`src/rtl/aes_128_arbiter.sv`:
```
// aes_128_arbiter: round-robin sharing of one pipelined aes_128 core between
// two requesters. Each issued operation carries a {valid, id} tag down a
// LATENCY-deep pipeline so the ciphertext returns to the requester that sent it.
// Optional statistics counters are compiled in with `define AES_ARB_STATS_EN.
module aes_128_arbiter #(
  parameter int LATENCY  = 21,
  parameter int NUM_BITS = 128
) (
  input  logic                clk,
  input  logic                rst,
  input  logic                en,
  input  logic                req0_valid,
  input  logic                req1_valid,
  output logic                req0_ready,
  output logic                req1_ready,
  input  logic [NUM_BITS-1:0] req0_state,
  input  logic [NUM_BITS-1:0] req1_state,
  input  logic [NUM_BITS-1:0] req0_key,
  input  logic [NUM_BITS-1:0] req1_key,
  output logic [NUM_BITS-1:0] core_state,
  output logic [NUM_BITS-1:0] core_key,
  input  logic [NUM_BITS-1:0] core_out,
  output logic                res0_valid,
  output logic                res1_valid,
  output logic [NUM_BITS-1:0] res0_data,
  output logic [NUM_BITS-1:0] res1_data,
  output logic                busy
`ifdef AES_ARB_STATS_EN
  ,
  output logic [31:0]         issued0_cnt,
  output logic [31:0]         issued1_cnt,
  output logic [31:0]         retired_cnt
`endif
);

  // Requester id of the most recent transfer; 1 after reset so req0 wins the first tie.
  logic                last_grant_q;
  logic                grant0;
  logic                grant1;
  logic                xfer;
  logic                gid;
  logic [NUM_BITS-1:0] core_state_q;
  logic [NUM_BITS-1:0] core_key_q;
  logic [LATENCY-1:0]  tag_vld_q;
  logic [LATENCY-1:0]  tag_id_q;
  logic                res0_q;
  logic                res1_q;

  // Combinational round-robin grant: a lone requester wins, a tie goes to the one not served last.
  always_comb begin
    grant0 = 1'b0;
    grant1 = 1'b0;
    if (!rst && en) begin
      grant0 = req0_valid && (!req1_valid || last_grant_q);
      grant1 = req1_valid && (!req0_valid || !last_grant_q);
    end
  end

  assign xfer       = grant0 | grant1;
  assign gid        = grant1;
  assign req0_ready = grant0;
  assign req1_ready = grant1;

  // Round-robin history: remembers who was served on the latest transfer.
  always_ff @(posedge clk) begin
    if (rst) begin
      last_grant_q <= 1'b1;
    end else if (xfer) begin
      last_grant_q <= gid;
    end
  end

  // Core input registers: load the winner's state/key on a transfer, hold otherwise.
  always_ff @(posedge clk) begin
    if (rst) begin
      core_state_q <= '0;
      core_key_q   <= '0;
    end else if (xfer) begin
      core_state_q <= gid ? req1_state : req0_state;
      core_key_q   <= gid ? req1_key   : req0_key;
    end
  end

  assign core_state = core_state_q;
  assign core_key   = core_key_q;

  // Tag valid pipeline: shifts every edge; reset drops everything in flight.
  always_ff @(posedge clk) begin
    if (rst) begin
      tag_vld_q <= '0;
    end else begin
      tag_vld_q <= {tag_vld_q[LATENCY-2:0], xfer};
    end
  end

  // Tag id pipeline: only meaningful alongside its valid bit, so it needs no reset.
  always_ff @(posedge clk) begin
    tag_id_q <= {tag_id_q[LATENCY-2:0], gid};
  end

  // Retire: the tail tag is registered into the strobe of the owning requester,
  // lining up with the cycle the core presents that operation's ciphertext.
  always_ff @(posedge clk) begin
    if (rst) begin
      res0_q <= 1'b0;
      res1_q <= 1'b0;
    end else begin
      res0_q <= tag_vld_q[LATENCY-1] & ~tag_id_q[LATENCY-1];
      res1_q <= tag_vld_q[LATENCY-1] &  tag_id_q[LATENCY-1];
    end
  end

  assign res0_valid = res0_q;
  assign res1_valid = res1_q;
  assign res0_data  = core_out;
  assign res1_data  = core_out;
  assign busy       = |tag_vld_q;

`ifdef AES_ARB_STATS_EN
  logic [31:0] issued0_q;
  logic [31:0] issued1_q;
  logic [31:0] retired_q;

  function automatic logic [31:0] sat_inc(input logic [31:0] v);
    return (v == 32'hFFFF_FFFF) ? v : v + 32'd1;
  endfunction

  // Saturating activity counters for issued and retired operations.
  always_ff @(posedge clk) begin
    if (rst) begin
      issued0_q <= '0;
      issued1_q <= '0;
      retired_q <= '0;
    end else begin
      if (grant0) issued0_q <= sat_inc(issued0_q);
      if (grant1) issued1_q <= sat_inc(issued1_q);
      if (res0_q || res1_q) retired_q <= sat_inc(retired_q);
    end
  end

  assign issued0_cnt = issued0_q;
  assign issued1_cnt = issued1_q;
  assign retired_cnt = retired_q;
`endif

endmodule

```
`config.mk`:
```
export PLATFORM = sky130hd
export DESIGN_NAME = aes_128_arbiter
export DESIGN_NICKNAME = d
export VERILOG_FILES = /design/src/rtl/aes_128_arbiter.sv
export SDC_FILE = /design/constraint.sdc
export NUM_CORES = 1
export LEC_CHECK = 0
export ABC_AREA = 1
export BUFFER_PORTS_ARGS = -buffer_cell sky130_fd_sc_hd__clkbuf_2
export CAP_MARGIN = 20
export CORE_AREA = 2 2 448 450
export DETAILED_ROUTE_END_ITERATION = 7
export DIE_AREA = 0 0 450 452
export HOLD_SLACK_MARGIN = 0.02
export SLEW_MARGIN = 10
export SYNTH_ARGS = -nofsm -noshare
export SYNTH_HDL_FRONTEND = slang
export SYNTH_SLANG_ARGS = --single-unit
```
`constraint.sdc`:
```
create_clock -name clk -period 2.9 [get_ports clk]
set_input_delay 0.725 -clock clk [delete_from_list [all_inputs] [get_ports clk]]
set_output_delay 0.725 -clock clk [all_outputs]
set_load 0.005 [all_outputs]
```
==> flow_summary_export.csv <==
group,metric,value,unit
sta,finalCritPeriodShare,86.2,%
grt,overflow,0,
floorplan,die_h,452,um
setup_path,cp-start-kind,"input pin",
sta,hold_viol,0,
drt,drc_errors,0,
min_path,hp-class,"reg -> reg",
drt,vias_per_cell,3.30,
setup_path,cp-end-kind,"primary output",
setup_path,crit_fanout,5,
setup_path,required,2170,ps
final_layout,multi_input_area,6940,sq um
final_layout,layoutNonFillerInstCount,6302,
floorplan,die_w,450,um
drt,wl,130000,um
final_layout,fillCellCount,23475,
clock_tree,cts_tree,"done",
floorplan,pin_count,1162,
setup_path,crit_slowest_cell,"nor2_4",
status,outcome,"finished, final reports clean",
clock_tree,clk_pin_slew,60,ps
final_layout,final_cell_mix,"nand2_1, inv_1, clkbuf_2",
grt,first_global_vias,18209,
floorplan,rows,164,
final_layout,regArea,6030,sq um
drt,vias,20791,
clock_tree,worstSkewPairLatency,650,ps
setup_path,r2r_start,"last_grant_q",
final_layout,final_net_count,4231,
drt,wl_per_cell,20.7,um
drt,dr.pass1.iters,5,
setup_path,startpoint,"en",
power,pwr-share-seq,36.8,%
clock_tree,h-tree-depth,2,
clock_tree,cts_resized,0,
floorplan,core_area,199000,sq um
setup_path,crit_path_frequent_cell,"clkbuf_2",
place,gp_congestion,0.917,
min_path,hp-start,"tag_id_q[2]",
power,internal_power,8.56,mW
power,switchingPower,3.73,mW
final_layout,fin_util,12.9,%
setup_path,worstSetupPathType,"in -> out",
synthesis,synth_area,18800,sq um
place,dpl.hpwl,111000,um
run,cap_violations,0,
clock_tree,post-cts-setup-buffer-count,0,
place,numPortBuffers,777,
synthesis,synth_nets,3773,
synthesis,syn_area_per_cell,6.01,sq um
final_layout,layout-drive-gt1-share,26.1,%
power,p_comb_share,18.3,%
place,dp.cells,6200,
grt,grt_antenna_before_repair,102,
sta,fin_worst_skew,35.6,ps
setup_path,max_stage_delay,280,ps
grt,grt_max_degree,90,
sta,fmaxAchievable,0.400,GHz
grt,grt_pass1_wl,166000,um
clock_tree,clock_path_buffers,3,
sta,worst_pin_slew,630,ps
power,vdd_drop_max,0.385,mV
setup_path,path_cells,"clkbuf_2 -> inv_1 -> nor2_4 -> nand2_1 -> a21oi_2 -> buf_12 -> clkbuf_2",
synthesis,syn_inst,3128,
drt,drt_iter0_drc,1939,
synthesis,yosys_warnings,0,
grt,grt_util_all_layers,12.2,%
power,clkPwrFrac,44.9,%
power,p_leak,15.6,nW
power,cellPowerDensity,478,nW/um^2
final_layout,final_common_cell,"nand2_1",
final_layout,syn_to_final_growth,36.7,%
clock_tree,root_buffer,"clkbuf_16",
power,total_power,12.3,mW
floorplan,start_util,9.47,%
synthesis,synth.distinct_cells,19,
sta,relSlewSlack,58.0,%
floorplan,dieArea,203000,sq um
synthesis,seq_area_frac_synth,32.0,%
sta,finalSetupViolations,0,
sta,drv_slew,0,
sta,fin_crit,2500,ps
sta,rsz0062_at_grt,"no",
clock_tree,numCtsBuffers,40,
synthesis,synth-seq-cells,301,
power,switching_share,30.4,%
drt,postRouteAntennaNets,0,
clock_tree,cts.sinks,301,
sta,finalSetupTns,0,ps
clock_tree,cts_hold_buf,0,
setup_path,worstPathArrival,1780,ps
[synthesized netlist by cell type]
| cell type | n | area share, % |
|---|---|---|
| nand3_2 | 1 | 0.053 |
| clkinv_1 | 1 | 0.020 |
| a21oi_1 | 1 | 0.027 |
| clkbuf_4 | 1 | 0.040 |
| buf_1 | 11 | 0.22 |
| nand2_1 | 1029 | 21 |
| buf_6 | 1 | 0.060 |
| clkbuf_1 | 52 | 1.0 |
| inv_2 | 1 | 0.020 |
| nor2_1 | 23 | 0.46 |
| buf_4 | 270 | 11 |
| dfxtp_1 | 301 | 32 |
| buf_2 | 121 | 3.2 |
| nor2_4 | 1 | 0.060 |
| inv_1 | 792 | 16 |
| nand3_1 | 260 | 6.9 |
| o21ai_2 | 1 | 0.047 |
| nor3_1 | 2 | 0.053 |
| nand4_1 | 259 | 8.6 |
[stage by stage]
stage	area, sq um	hold WS, ps	setup WS [ps]
global placement	24200	311	328
CTS	25600	296	316
finish	25700	325	400
floorplan	18800	310	625
global route	25700	331	280
detailed placement	24200	312	320
[critical path: cells and delay by family]
kind	cells	cell delay, ps
and+or+nand+nor	2	430
buffers and inverters	4	410
AOI/OAI and AO/OA	1	200
[cell families after synthesis]
logic type	share of synthesized area, %
AOI/OAI and AO/OA	0.0732
DFF	32.0
and+or+nand+nor	36.7
buffers and inverters	31.2
[state kept, by name, summed over array words and instances, names as in the netlist]
register / count
core_key: 128
core_state: 128
last_grant_q: 1
res0_valid: 1
res1_valid: 1
tag_id_q: 21
tag_vld_q: 21
[final cells by class]
cell class	count	area share, %
Multi-Input combinational cell	1577	27.0
Clock buffer	51	4.17
Sequential cell	301	23.4
Clock inverter	22	1.31
Inverter	794	11.6
Timing Repair Buffer	872	19.2
Tap cell	2656	12.9
Antenna cell	29	0.282
[path summary, 6_finish.rpt]
kind / end / slack, ps / cells after the start
setup / recovery: req0_ready / 400 / 7
hold / removal: tag_id_q[3] / 320 / 0
setup reg to reg: core_state[80] / 1180 / 8
hold reg to reg: tag_id_q[3] / 320 / 0
[power groups by stage]
stage | clock network, mW | logic (mW) | registers, mW
6_report | 5.51 | 2.25 | 4.52
3_3_place_gp | 0 | 2.26 | 4.60
2_1_floorplan | 0 | 1.37 | 4.61
4_1_cts | 5.77 | 2.28 | 4.52
3_5_place_dp | 0 | 2.26 | 4.61
5_1_grt | 5.88 | 2.52 | 4.55
[per-layer routing]
| layer | vias up | part of all wire, % | global-route usage, % |
|---|---|---|---|
| met1 | 9211 | 33 | 12.0 |
| li1 | 9935 | - | - |
| met4 | 92 | 4.5 | 5.30 |
| met5 | - | 0.70 | 1.54 |
| met2 | 1237 | 43 | 18.5 |
| met3 | 316 | 18 | 9.93 |
(Power assumes the default switching activity.)
